## config.mk

```make
export PLATFORM = sky130hd
export DESIGN_NAME = mem_port_arbiter_flat
export DESIGN_NICKNAME = d
export VERILOG_FILES = /design/src/rtl/mem_port_arbiter_if.sv /design/src/rtl/mem_port_arbiter.sv /design/src/flat_wrapper.sv
export SDC_FILE = /design/constraint.sdc
export NUM_CORES = 1
export LEC_CHECK = 0
export ABC_CLOCK_PERIOD_IN_PS = 2500
export CAP_MARGIN = 15
export CORE_MARGIN = 5
export CORE_UTILIZATION = 42
export DETAILED_ROUTE_END_ITERATION = 16
export HOLD_SLACK_MARGIN = 0.1
export PLACE_DENSITY_LB_ADDON = 0.1
export SYNTH_ARGS = -nofsm -noshare
export SYNTH_HDL_FRONTEND = slang
export SYNTH_SLANG_ARGS = --single-unit
```

## constraint.sdc

```tcl
create_clock -name Clk -period 2.5 [get_ports Clk]
set_input_delay 0.375 -clock Clk [delete_from_list [all_inputs] [get_ports Clk]]
set_output_delay 0.375 -clock Clk [all_outputs]
set_load 0.05 [all_outputs]
```

## src/rtl/mem_port_arbiter_if.sv

```systemverilog
// Memory-port bundle: fetch/data requester lines plus the MFA/MFC bus.
// The slave modport is the arbiter side; master is requesters plus memory.
interface mem_port_arbiter_if;
  logic        F_REQ;
  logic [31:0] F_ADDR;
  logic        D_REQ;
  logic        D_RW;
  logic        D_WB;
  logic [31:0] D_ADDR;
  logic [31:0] D_WDATA;
  logic        F_DONE;
  logic        D_DONE;
  logic        F_GNT;
  logic        D_GNT;
  logic [31:0] RDATA;
  logic        ERR;
  logic [31:0] MEMADD;
  logic [31:0] MEMDAT_OUT;
  logic [31:0] MEMDAT_IN;
  logic        MFA;
  logic        MFC;
  logic        READ_WRITE;
  logic        WORD_BYTE;

  modport slave (
    input  F_REQ, F_ADDR, D_REQ, D_RW, D_WB,
    input  D_ADDR, D_WDATA, MEMDAT_IN, MFC,
    output F_DONE, D_DONE, F_GNT, D_GNT,
    output RDATA, ERR, MEMADD, MEMDAT_OUT,
    output MFA, READ_WRITE, WORD_BYTE
  );

  modport master (
    output F_REQ, F_ADDR, D_REQ, D_RW, D_WB,
    output D_ADDR, D_WDATA, MEMDAT_IN, MFC,
    input  F_DONE, D_DONE, F_GNT, D_GNT,
    input  RDATA, ERR, MEMADD, MEMDAT_OUT,
    input  MFA, READ_WRITE, WORD_BYTE
  );
endinterface

```

## src/rtl/mem_port_arbiter.sv

```systemverilog
// Fetch/data arbiter and MFA/MFC sequencer for the single memory port.
// All outputs are registered; data wins unless fetch has been starved.
module mem_port_arbiter #(
  parameter int unsigned TIMEOUT      = 255,
  parameter int unsigned STARVE_LIMIT = 4
) (
  input  logic              Clk,
  input  logic              Reset,
  mem_port_arbiter_if.slave bus
);

  typedef enum logic [1:0] {
    IDLE,
    ACCESS,
    RELEASE
  } state_t;

  localparam logic [7:0] TMO  = 8'(TIMEOUT);
  localparam logic [7:0] SLIM = 8'(STARVE_LIMIT);

  state_t      state, state_nxt;
  logic        mfa, mfa_nxt;
  logic [31:0] memadd, memadd_nxt;
  logic [31:0] memdat, memdat_nxt;
  logic        rw, rw_nxt;
  logic        wb, wb_nxt;
  logic [31:0] rdata, rdata_nxt;
  logic        f_done, f_done_nxt;
  logic        d_done, d_done_nxt;
  logic        f_gnt, f_gnt_nxt;
  logic        d_gnt, d_gnt_nxt;
  logic        err, err_nxt;
  logic [7:0]  tcnt, tcnt_nxt;
  logic [7:0]  scnt, scnt_nxt;
  logic        fetch_win;

  always_ff @(posedge Clk or negedge Reset) begin
    if (!Reset) begin
      state  <= IDLE;
      mfa    <= 1'b0;
      memadd <= '0;
      memdat <= '0;
      rw     <= 1'b1;
      wb     <= 1'b1;
      rdata  <= '0;
      f_done <= 1'b0;
      d_done <= 1'b0;
      f_gnt  <= 1'b0;
      d_gnt  <= 1'b0;
      err    <= 1'b0;
      tcnt   <= '0;
      scnt   <= '0;
    end else begin
      state  <= state_nxt;
      mfa    <= mfa_nxt;
      memadd <= memadd_nxt;
      memdat <= memdat_nxt;
      rw     <= rw_nxt;
      wb     <= wb_nxt;
      rdata  <= rdata_nxt;
      f_done <= f_done_nxt;
      d_done <= d_done_nxt;
      f_gnt  <= f_gnt_nxt;
      d_gnt  <= d_gnt_nxt;
      err    <= err_nxt;
      tcnt   <= tcnt_nxt;
      scnt   <= scnt_nxt;
    end
  end

  always_comb begin
    state_nxt  = state;
    mfa_nxt    = mfa;
    memadd_nxt = memadd;
    memdat_nxt = memdat;
    rw_nxt     = rw;
    wb_nxt     = wb;
    rdata_nxt  = rdata;
    f_done_nxt = 1'b0;
    d_done_nxt = 1'b0;
    f_gnt_nxt  = f_gnt;
    d_gnt_nxt  = d_gnt;
    err_nxt    = 1'b0;
    tcnt_nxt   = tcnt;
    scnt_nxt   = scnt;
    fetch_win  = bus.F_REQ &&
                 (!bus.D_REQ || scnt == SLIM);

    unique case (state)
      IDLE: begin
        if (bus.F_REQ || bus.D_REQ) begin
          unique case (1'b1)
            fetch_win: begin
              memadd_nxt = bus.F_ADDR;
              rw_nxt     = 1'b1;
              wb_nxt     = 1'b1;
              f_gnt_nxt  = 1'b1;
              d_gnt_nxt  = 1'b0;
              scnt_nxt   = '0;
            end
            !fetch_win: begin
              memadd_nxt = bus.D_ADDR;
              memdat_nxt = bus.D_WDATA;
              rw_nxt     = bus.D_RW;
              wb_nxt     = bus.D_WB;
              f_gnt_nxt  = 1'b0;
              d_gnt_nxt  = 1'b1;
              scnt_nxt   = bus.F_REQ ?
                           scnt + 8'd1 : '0;
            end
          endcase
          tcnt_nxt  = '0;
          mfa_nxt   = 1'b1;
          state_nxt = ACCESS;
        end
      end
      ACCESS: begin
        // MFC is checked first so a late ack on the last cycle still wins
        if (bus.MFC) begin
          if (rw)
            rdata_nxt = wb ? bus.MEMDAT_IN :
                        {24'b0, bus.MEMDAT_IN[7:0]};
          mfa_nxt    = 1'b0;
          f_done_nxt = f_gnt;
          d_done_nxt = d_gnt;
          state_nxt  = RELEASE;
        end else if (tcnt == TMO) begin
          mfa_nxt    = 1'b0;
          f_done_nxt = f_gnt;
          d_done_nxt = d_gnt;
          err_nxt    = 1'b1;
          state_nxt  = RELEASE;
        end else begin
          tcnt_nxt = tcnt + 8'd1;
        end
      end
      RELEASE: begin
        if (!bus.MFC) begin
          f_gnt_nxt = 1'b0;
          d_gnt_nxt = 1'b0;
          state_nxt = IDLE;
        end
      end
      default: state_nxt = IDLE;
    endcase
  end

  assign bus.MFA        = mfa;
  assign bus.MEMADD     = memadd;
  assign bus.MEMDAT_OUT = memdat;
  assign bus.READ_WRITE = rw;
  assign bus.WORD_BYTE  = wb;
  assign bus.RDATA      = rdata;
  assign bus.F_DONE     = f_done;
  assign bus.D_DONE     = d_done;
  assign bus.F_GNT      = f_gnt;
  assign bus.D_GNT      = d_gnt;
  assign bus.ERR        = err;

endmodule

```

## src/flat_wrapper.sv

```systemverilog
// flat-port wrapper written by rule: the top's interface ports become plain ports
module mem_port_arbiter_flat 
#(
  parameter int unsigned TIMEOUT      = 255,
  parameter int unsigned STARVE_LIMIT = 4
)
  (Clk, Reset, bus_F_REQ, bus_F_ADDR, bus_D_REQ, bus_D_RW, bus_D_WB, bus_D_ADDR, bus_D_WDATA, bus_MEMDAT_IN, bus_MFC, bus_F_DONE, bus_D_DONE, bus_F_GNT, bus_D_GNT, bus_RDATA, bus_ERR, bus_MEMADD, bus_MEMDAT_OUT, bus_MFA, bus_READ_WRITE, bus_WORD_BYTE);
  mem_port_arbiter_if bus_i ();
  input  logic Clk;
  input  logic Reset;
  input wire logic [$bits(bus_i.F_REQ)-1:0] bus_F_REQ;
  input wire logic [$bits(bus_i.F_ADDR)-1:0] bus_F_ADDR;
  input wire logic [$bits(bus_i.D_REQ)-1:0] bus_D_REQ;
  input wire logic [$bits(bus_i.D_RW)-1:0] bus_D_RW;
  input wire logic [$bits(bus_i.D_WB)-1:0] bus_D_WB;
  input wire logic [$bits(bus_i.D_ADDR)-1:0] bus_D_ADDR;
  input wire logic [$bits(bus_i.D_WDATA)-1:0] bus_D_WDATA;
  input wire logic [$bits(bus_i.MEMDAT_IN)-1:0] bus_MEMDAT_IN;
  input wire logic [$bits(bus_i.MFC)-1:0] bus_MFC;
  output wire logic [$bits(bus_i.F_DONE)-1:0] bus_F_DONE;
  output wire logic [$bits(bus_i.D_DONE)-1:0] bus_D_DONE;
  output wire logic [$bits(bus_i.F_GNT)-1:0] bus_F_GNT;
  output wire logic [$bits(bus_i.D_GNT)-1:0] bus_D_GNT;
  output wire logic [$bits(bus_i.RDATA)-1:0] bus_RDATA;
  output wire logic [$bits(bus_i.ERR)-1:0] bus_ERR;
  output wire logic [$bits(bus_i.MEMADD)-1:0] bus_MEMADD;
  output wire logic [$bits(bus_i.MEMDAT_OUT)-1:0] bus_MEMDAT_OUT;
  output wire logic [$bits(bus_i.MFA)-1:0] bus_MFA;
  output wire logic [$bits(bus_i.READ_WRITE)-1:0] bus_READ_WRITE;
  output wire logic [$bits(bus_i.WORD_BYTE)-1:0] bus_WORD_BYTE;
  assign bus_i.F_REQ = bus_F_REQ;
  assign bus_i.F_ADDR = bus_F_ADDR;
  assign bus_i.D_REQ = bus_D_REQ;
  assign bus_i.D_RW = bus_D_RW;
  assign bus_i.D_WB = bus_D_WB;
  assign bus_i.D_ADDR = bus_D_ADDR;
  assign bus_i.D_WDATA = bus_D_WDATA;
  assign bus_i.MEMDAT_IN = bus_MEMDAT_IN;
  assign bus_i.MFC = bus_MFC;
  assign bus_F_DONE = bus_i.F_DONE;
  assign bus_D_DONE = bus_i.D_DONE;
  assign bus_F_GNT = bus_i.F_GNT;
  assign bus_D_GNT = bus_i.D_GNT;
  assign bus_RDATA = bus_i.RDATA;
  assign bus_ERR = bus_i.ERR;
  assign bus_MEMADD = bus_i.MEMADD;
  assign bus_MEMDAT_OUT = bus_i.MEMDAT_OUT;
  assign bus_MFA = bus_i.MFA;
  assign bus_READ_WRITE = bus_i.READ_WRITE;
  assign bus_WORD_BYTE = bus_i.WORD_BYTE;
  mem_port_arbiter #(.TIMEOUT(TIMEOUT), .STARVE_LIMIT(STARVE_LIMIT)) u_core (.Clk(Clk), .Reset(Reset), .bus(bus_i));
endmodule
```

==> qor.yml <==
path_cells: "clkdlybuf4s50_1"
synth.avg_cell_area_sq_um: 10.7
grt_pass1_wl_microns: 24600
critPathCapture: "bus_READ_WRITE"
synth_top_area_frac: 0.569
worstSkewPairLatency_ns: 0.41
hp-class: "flop to flop"
dp_hpwl_microns: 11700
hold_violations: 0
reg2reg_to: "u_core.bus.MEMDAT_OUT[30]"
whs_ns: 0.472
postCtsSetupBuffers: 0
rsz0062_at_grt: "no"
postCtsHoldBufs: 1
instances_no_fill: 918
synth-simple-area-share: 0.139
r2r_cells: 7
synthCells: 492
cp_num_buf_inv: 1
vias: 4567
clk_pin_slew_ns: 0.05
cts_root_buf: "clkbuf_16"
grt.overflow.total: 0
grt_max_degree: 59
rr_startpoint: "u_core.scnt[0]"
routabilityCongestion: 0.853
crit_path_start_kind: "flop"
vdd_drop_max_mv: 0.628
dp_cells: 888
outcome: "complete, no violations"
clockBufferDepth: 2
clockPowerShare: 0.174
drv_cap: 0
syn_area_sq_mm: 0.00528
io_pins: 239
drc: 0
setup_violations: 0
ys_top_cells_by_count: "dfrtp_1 (120), nand2_1 (92), a21oi_1 (69)"
crit_fanout: 3
timing.fmax_ghz: 0.467
cp-startpoint: "u_core.bus.READ_WRITE"
drt_iter0_drc: 358
nNetsFinal: 874
portBuffers: 238
power.density_mw_per_mm2: 1470
synth_top_area_cell: "dfrtp_1"
async_flop_share: 1.00
p_sw_mw: 5.67
synth_area_leaders: "dfrtp_1 (57%), mux2_4 (8.2%), a21oi_1 (6.5%)"
ys_ff_latch: 122
diodes: 0
ys.flop_type: "dfrtp_1"
period_share: 0.856
cts_htree_levels: 4
die_y_microns: 122
synth_top_family_by_area: "simple AND/OR/NAND/NOR gates"
wirelength_microns: 15800
slew_violations: 0
required_ns: 2.12
die_w_microns: 122
cts_tree: "done"
yosysSeqAreaShare: 0.579
die_area_sq_mm: 0.0149
combPwrFrac: 0.557
syn-num-nets: 630
crit_arrival_ns: 1.77
area.growth.synth_to_final_pct: 59.4
synthMuxAreaShare: 0.108
synth_edf_count: 0
viasPerCell: 4.97
wl_per_cell_microns: 17.2
crit_family: "buffers and inverters"
cp_slowest_cell: "clkdlybuf4s50_1"
cts_resized: 0
start_util: 0.424
ant_nets: 0
synth_xor_area_frac: 0.00332
critical_path.max_stage_delay_ns: 0.82
synthMostInstantiatedCell: "dfrtp_1"
synth-compound-area-share: 0.135
fin_tns_setup_ns: 0
period_needed_ns: 2.14
clock-skew-final_ns: 0.00647
antenna_found_initial: 0
path_depth: 1
rows: 41
dr.pass1.iters: 4
grt_usage: 0.214
worst_slew_pin_slew_ns: 0.563
maxSlewHeadroom: 0.624
grt_pass1_vias: 4695
drive_gt1_frac: 0.123
numCtsBuffers: 17
worstSetupPathType: "flop to output pin"
r2r_slack_ns: 0.54
cp-end-kind: "output pin"
seqPwrFrac: 0.270
p_sw_frac: 0.458
ys_warn_count: 0
internal-power_mw: 6.70
power_leakage_nw: 3.67
totalPowerFinal_mw: 12.4
fillers: 999
cts.sinks: 122
coreArea_sq_mm: 0.0125
yosysUniqueCellTypes: 36
synth-adder-area-share: 0.00711
[state kept, by name, indices dropped and copies added (netlist names)]
| register | count |
|---|---|
| u_core.bus.ERR | 1 |
| u_core.tcnt | 8 |
| u_core.bus.WORD_BYTE | 1 |
| u_core.scnt | 8 |
| u_core.bus.MFA | 1 |
| u_core.bus.READ_WRITE | 1 |
| u_core.bus.MEMDAT_OUT | 32 |
| u_core.bus.D_GNT | 1 |
| u_core.bus.F_DONE | 1 |
| u_core.bus.MEMADD | 32 |
| u_core.bus.D_DONE | 1 |
| u_core.state | 2 |
| u_core.bus.RDATA | 32 |
| u_core.bus.F_GNT | 1 |
[power groups by stage]
stage          Sequential (mW)  Clock, mW  Combinational [mW]
2_1_floorplan             6.07          0                1.77
3_5_place_dp              3.37          0                6.91
4_1_cts                   3.34       2.21                6.94
5_1_grt                   3.45       2.29                7.25
3_3_place_gp              3.34          0                6.80
6_report                  3.33       2.15                6.88
[cell type report]
type / count / area (sq um) / area share
flip-flops and latches: 122 / 3060 / 0.363
repair buffers: 253 / 2530 / 0.301
multi-input cells: 338 / 2090 / 0.248
clock buffers: 26 / 499 / 0.0593
well taps: 172 / 215 / 0.0256
clock inverters: 3 / 15.0 / 0.00178
inverters: 4 / 15.0 / 0.00178
[layout by cell type, fill, tap and decap left out, types with 2 or more instances in the layout]
cell and n:
o21a_1 2, mux2_4 29, clkbuf_1 5, buf_12 3, a21oi_1 68, buf_4 12, ha_1 3, and3_1 7
a31oi_1 5, nor2b_1 6, a41oi_1 2, nor2_1 39, dfrtp_1 120, inv_1 4, clkinv_2 3, mux2_2 12
and2_1 3, nand4_1 2, nand2_1 92, a22o_1 7, dfstp_2 2, clkdlybuf4s50_1 237, xnor2_1 2, nand3_1 9
clkbuf_16 17, a31o_2 3, clkbuf_8 4, o21ai_0 34
[per-stage QoR]
stage	setup WS [ns]	util	cell area (sq um)
floorplan	0.718	-	5280
global placement	0.324	0.633	7890
detailed placement	0.282	0.633	7890
CTS	0.327	0.675	8420
global route	0.322	0.675	8420
finish	0.360	0.675	8420
[worst register-to-register path: stages (launching register included)]
cell and delay, ns:
dfrtp_1 0.39, inv_1 0.08, ha_1 0.16, nor4b_2 0.37, a21o_1 0.26, nor2_4 0.05
buf_12 0.19, mux2_4 0.35
[layer usage]
metal | global-route usage | wire length, microns | vias up
met5 | 0 | 0 | -
met4 | 0.0959 | 486 | 0
met3 | 0.0845 | 1480 | 30
met2 | 0.344 | 7680 | 193
met1 | 0.254 | 6140 | 2169
li1 | - | - | 2175
[worst min path at each step]
stage	start	end	slack (ns)	depth (start not counted)
after CTS	u_core.bus.READ_WRITE	u_core.bus.READ_WRITE	0.48	2
after floorplan	Reset	u_core.bus.D_DONE	0.08	0
after detailed placement	Reset	u_core.bus.RDATA[9]	0.39	1
after global placement	Reset	u_core.bus.RDATA[8]	0.39	1
after global routing	bus_D_ADDR[27]	u_core.bus.MEMADD[27]	0.49	3
final	u_core.bus.READ_WRITE	u_core.bus.READ_WRITE	0.47	2
[cells by family (layout without fill, tap and decap cells)]
family | Yosys count | after routing
compound gates | 127 | 127
xor+xnor | 2 | 2
mux | 41 | 41
flops | 122 | 122
simple gates | 165 | 165
buf+inv | 32 | 286
fa+ha+maj | 3 | 3
No activity file was read; power rests on OpenSTA's default activity.
